`config.mk`:
```
export PLATFORM = sky130hd
export DESIGN_NAME = digit_serial_addsub
export DESIGN_NICKNAME = d
export VERILOG_FILES = /design/src/rtl/digit_serial_addsub_pkg.sv /design/src/rtl/digit_addsub.sv /design/src/rtl/digit_serial_addsub.sv
export SDC_FILE = /design/constraint.sdc
export NUM_CORES = 1
export LEC_CHECK = 0
export ABC_AREA = 1
export CAP_MARGIN = 10
export CORE_MARGIN = 5
export CORE_UTILIZATION = 57
export DETAILED_ROUTE_END_ITERATION = 16
export DONT_BUFFER_PORTS = 1
export PLACE_DENSITY = 0.75
export SETUP_SLACK_MARGIN = 0.5
export SYNTH_ARGS = -nofsm -noshare
export SYNTH_HDL_FRONTEND = slang
export SYNTH_SLANG_ARGS = --single-unit
```
`constraint.sdc`:
```
create_clock -name clk -period 1.9 [get_ports clk]
set_input_delay 0.57 -clock clk [delete_from_list [all_inputs] [get_ports clk]]
set_output_delay 0.57 -clock clk [all_outputs]
set_load 0.03 [all_outputs]
```
`src/rtl/digit_serial_addsub_pkg.sv`:
```
// Shared definitions for the digit-serial adder/subtractor.
//   state_e  : controller states (IDLE, RUN, DONE)
//   MODE_SUB : mode encoding for X - Y - Bin
//   MODE_ADD : mode encoding for X + Y + Bin
package digit_serial_addsub_pkg;

  typedef enum logic [1:0] {
    IDLE = 2'd0,
    RUN  = 2'd1,
    DONE = 2'd2
  } state_e;

  localparam logic MODE_SUB = 1'b0;
  localparam logic MODE_ADD = 1'b1;

endpackage

```
`src/rtl/digit_addsub.sv`:
```
// One DIGIT-wide slice of the adder/subtractor (purely combinational).
// Subtraction is done as a + ~b + cin, so the caller supplies the already
// inverted borrow as cin for the first slice and chains cout afterwards.
// Ports:
//   a, b  : operand slices
//   cin   : carry into bit 0 of the slice
//   mode  : MODE_ADD or MODE_SUB
//   s     : slice sum
//   cout  : carry out of the slice MSB
//   cmsb  : carry into the slice MSB (used for signed overflow)
module digit_addsub
  import digit_serial_addsub_pkg::*;
#(
  parameter int DIGIT = 4
) (
  input  logic [DIGIT-1:0] a,
  input  logic [DIGIT-1:0] b,
  input  logic             cin,
  input  logic             mode,
  output logic [DIGIT-1:0] s,
  output logic             cout,
  output logic             cmsb
);

  logic [DIGIT-1:0] b_eff;
  logic [DIGIT:0]   sum;

  always_comb begin
    b_eff = (mode == MODE_ADD) ? b : ~b;
    sum   = {1'b0, a} + {1'b0, b_eff} + {{DIGIT{1'b0}}, cin};
    s     = sum[DIGIT-1:0];
    cout  = sum[DIGIT];
    // The sum bit is a ^ b ^ carry-in, so the carry into the MSB falls out
    // without a separate (DIGIT-1)-bit adder; this also covers DIGIT == 1.
    cmsb  = s[DIGIT-1] ^ a[DIGIT-1] ^ b_eff[DIGIT-1];
  end

endmodule

```
`src/rtl/digit_serial_addsub.sv`:
```
// Digit-serial adder/subtractor: processes DIGIT bits per clock, LSB slice
// first, finishing a WIDTH-bit operation in WIDTH/DIGIT RUN cycles.
// Ports:
//   clk, rst_n     : clock, asynchronous active-low reset
//   start          : request, accepted in IDLE or DONE
//   mode           : 0 = subtract (x - y - bin), 1 = add (x + y + bin)
//   x, y, bin      : operands and borrow/carry-in, sampled with start
//   busy           : operation in progress
//   done           : one-cycle completion pulse
//   result         : difference or sum mod 2^WIDTH (held until next completion)
//   bout           : borrow-out (subtract) or carry-out (add)
//   ovf            : two's-complement signed overflow
module digit_serial_addsub
  import digit_serial_addsub_pkg::*;
#(
  parameter int WIDTH = 16,
  parameter int DIGIT = 4
) (
  input  logic             clk,
  input  logic             rst_n,
  input  logic             start,
  input  logic             mode,
  input  logic [WIDTH-1:0] x,
  input  logic [WIDTH-1:0] y,
  input  logic             bin,
  output logic             busy,
  output logic             done,
  output logic [WIDTH-1:0] result,
  output logic             bout,
  output logic             ovf
);

  localparam int N     = WIDTH / DIGIT;
  localparam int CNT_W = (N > 1) ? $clog2(N) : 1;

  state_e             state_q, state_d;
  logic [CNT_W-1:0]   cnt_q, cnt_d;
  logic [WIDTH-1:0]   x_sh_q, x_sh_d;
  logic [WIDTH-1:0]   y_sh_q, y_sh_d;
  logic [WIDTH-1:0]   res_sh_q, res_sh_d;
  logic [WIDTH-1:0]   result_q, result_d;
  logic               mode_q, mode_d;
  logic               c_q, c_d;
  logic               bout_q, bout_d;
  logic               ovf_q, ovf_d;

  logic [DIGIT-1:0]   s;
  logic               cout;
  logic               cmsb;
  logic               last;

  digit_addsub #(
    .DIGIT (DIGIT)
  ) u_digit (
    .a    (x_sh_q[DIGIT-1:0]),
    .b    (y_sh_q[DIGIT-1:0]),
    .cin  (c_q),
    .mode (mode_q),
    .s    (s),
    .cout (cout),
    .cmsb (cmsb)
  );

  assign last = (cnt_q == CNT_W'(N - 1));

  always_comb begin
    state_d  = state_q;
    cnt_d    = cnt_q;
    x_sh_d   = x_sh_q;
    y_sh_d   = y_sh_q;
    res_sh_d = res_sh_q;
    result_d = result_q;
    mode_d   = mode_q;
    c_d      = c_q;
    bout_d   = bout_q;
    ovf_d    = ovf_q;

    case (state_q)
      IDLE, DONE: begin
        state_d = IDLE;
        if (start) begin
          state_d  = RUN;
          cnt_d    = '0;
          x_sh_d   = x;
          y_sh_d   = y;
          mode_d   = mode;
          // Subtract runs as x + ~y + ~bin, so the borrow enters inverted.
          c_d      = (mode == MODE_ADD) ? bin : ~bin;
          res_sh_d = '0;
        end
      end
      RUN: begin
        x_sh_d   = x_sh_q >> DIGIT;
        y_sh_d   = y_sh_q >> DIGIT;
        // Slices arrive LSB first; each enters at the top and shifts down,
        // so after N slices the first one sits at bit 0.
        res_sh_d = res_sh_q >> DIGIT;
        res_sh_d[WIDTH-1 -: DIGIT] = s;
        c_d      = cout;
        cnt_d    = cnt_q + 1'b1;
        if (last) begin
          state_d  = DONE;
          result_d = res_sh_d;
          bout_d   = (mode_q == MODE_ADD) ? cout : ~cout;
          ovf_d    = cmsb ^ cout;
        end
      end
      default: state_d = IDLE;
    endcase
  end

  always_ff @(posedge clk or negedge rst_n) begin
    if (!rst_n) begin
      state_q  <= IDLE;
      cnt_q    <= '0;
      x_sh_q   <= '0;
      y_sh_q   <= '0;
      res_sh_q <= '0;
      result_q <= '0;
      mode_q   <= MODE_SUB;
      c_q      <= 1'b0;
      bout_q   <= 1'b0;
      ovf_q    <= 1'b0;
    end else begin
      state_q  <= state_d;
      cnt_q    <= cnt_d;
      x_sh_q   <= x_sh_d;
      y_sh_q   <= y_sh_d;
      res_sh_q <= res_sh_d;
      result_q <= result_d;
      mode_q   <= mode_d;
      c_q      <= c_d;
      bout_q   <= bout_d;
      ovf_q    <= ovf_d;
    end
  end

  assign busy   = (state_q == RUN);
  assign done   = (state_q == DONE);
  assign result = result_q;
  assign bout   = bout_q;
  assign ovf    = ovf_q;

endmodule
```
==> flow_summary.toml <==
[clock_tree]
root_buffer = "clkbuf_8"
cts_made_buffers = 9
clock_path_buffers = 2
clock_latency_ns = 0.34
htree_levels = 3
path_clk_slew_ns = 0.07
cts.sinks = 68
cts_tree = "yes"

[sta]
worst_pin_slew_ns = 0.329
slew_headroom_pct = 78.0
fin_ws_ns = -0.0740
min_period_ns = 1.97
hold_violations = 68
drv_slew = 0
holdWs_ns = -0.0853
rsz0062_at_grt = "true"
finalCritPeriodShare_pct = 104
setup-violations-final = 1
fmax_ghz = 0.507
clock_skew_ns = 0.00773
finalSetupTns_ns = -0.0740

[logic_synthesis]
synth_area_um2 = 3250
synthCells = 308
syn-num-nets = 351
ys_seq_area_share_pct = 52.4
synth_common_cells = "dfrtp_1, inv_1, nand2_1"
syn_area_per_cell_um2 = 10.5
synth_edf_count = 0
synth_top_area_share_pct = 52.4
synth.distinct_cells = 27
ys_warn_count = 0
synth_ff_type = "dfrtp_1"
synth_area_leaders = "dfrtp_1, a221oi_2, inv_1"
yosysMostFrequentCell = "dfrtp_1"
async_flop_share_pct = 100
yosys.area.top_type = "dfrtp_1"
ys_seq_elements = 68

[setup_path]
r2r-end = "ovf"
r2r_start = "y_sh_q[0]"
required_ns = 2.13
rr_worst_depth = 11
cp-start-kind = "flip-flop"
cp_data_arrival_time_ns = 2.20
crit_fanout = 4
cp-startpoint = "y_sh_q[0]"
r2r_slack_ns = -0.07
endpoint_kind = "flip-flop"
worst-setup-path-type = "flip-flop to flip-flop"

[routing]
drt_wl_total_um = 7410
drc = 0
drt_iter0_drc = 139
ant_nets = 0
viasPerCell = 5.75
routedWlPerCell_um = 18.4
dr_total_vias = 2318
firstDrtPassIters = 4

[die]
die_h_um = 85.5
io_pins = 57
initial_core_util_pct = 59.0
rows = 27
design.core.area_um2 = 5510
die_w_um = 85.5
dieArea_um2 = 7310

[final_layout]
syn_to_final_growth_pct = 24.0
layout-drive-gt1-share_pct = 43.5
design_area_um2 = 4030
num-fill-cells = 360
antennaDiodeCount = 0
nets = 370

[placed_design]
dpl_cell_area_um2 = 3310
gp_congestion = 0.814
io_buffers = 0
dp_hpwl_um = 4460
dp_slack_ns = 0.0603

[run_status]
violations = "hold timing, setup timing"
status = "complete, but fails checks"

[global_route]
grt_pass1_wl_um = 11300
grt_antenna_before_repair = 0
grt_max_degree = 69
grt-ovfl-total = 0
grt_pass1_vias = 2285
grt_usage_pct = 19.7

[job]
maxCapViolCount = 0

[hold_path]
min_path_type = "input port to asynchronous set/reset pin"
-- what timing repair did --
action	4_1_cts	5_1_grt
cloned	0	2
endpoints found under the hold margin	68	68
resized for setup	34	51
setup buffers	6	9
endpoints found under the setup margin	67	60
pin swaps	5	13
-- worst max path at each step --
| stage | end | slack, ns | cells after the start |
|---|---|---|---|
| floorplan | ovf | 0.09 | 13 |
| global placement | ovf | 0.12 | 12 |
| detailed placement | ovf | 0.06 | 10 |
| CTS | ovf | 0.05 | 12 |
| global route | ovf | -0.15 | 11 |
| finish | ovf | -0.07 | 11 |
-- stage by stage --
step | instances | utilization (%)
final | 403 | 73.1
after floorplan | 308 | -
after global routing | 403 | 73.1
after global placement | 371 | 60.1
after CTS | 392 | 66.7
after detailed placement | 371 | 60.1
-- placed cells by master (no fill, tap or decap), drive strengths merged, types with 11 or more instances in the layout --
master / n
dfrtp: 68
inv: 51
nand2: 39
o21ai: 26
nor3: 24
buf: 24
a221oi: 19
nand3: 17
o22ai: 12
nor2: 11
clkbuf: 11
-- flip-flops by register name (all words and copies together), names as in the netlist --
signal,count
state_q,2
x_sh_q,16
c_q,1
bout,1
ovf,1
mode_q,1
cnt_q,2
result,16
y_sh_q,16
res_sh_q,12
-- critical path: stages, from the launching register on --
cell	delay (ns)
dfrtp_1	0.42
xor2_2	0.20
fa_2	0.40
inv_2	0.07
fa_2	0.22
nand3_2	0.09
nand3_4	0.10
nand3_1	0.11
nand2_2	0.10
inv_1	0.05
nand2_1	0.06
nand3_1	0.06
-- cell type report --
cell class	instances	area (um2)	share of cell area (%)
flip-flops and latches	68	1720	42.8
multi-input cells	170	1480	36.7
repair buffers	25	260	6.46
inverters	53	236	5.87
clock buffers	10	138	3.42
clock inverters	5	100	2.49
well taps	72	90.1	2.24
-- routing by layer --
metal	vias up	global-route usage (%)	routed length [um]
li1	1080	-	-
met1	1151	24.7	3110
met2	69	31.8	3670
met3	18	5.67	454
met4	0	8.63	167
met5	-	0	0
-- logic make-up after synthesis --
logic type      share of synthesized area (%)
simple gates                             15.1
buf+inv                                  10.1
compound gates                           18.3
flops                                    52.4
fa+ha+maj                                2.77
xor+xnor                                 1.35
Power is not shown: default switching activity piles up to over one toggle a cycle in this logic, so the estimate is an artifact.
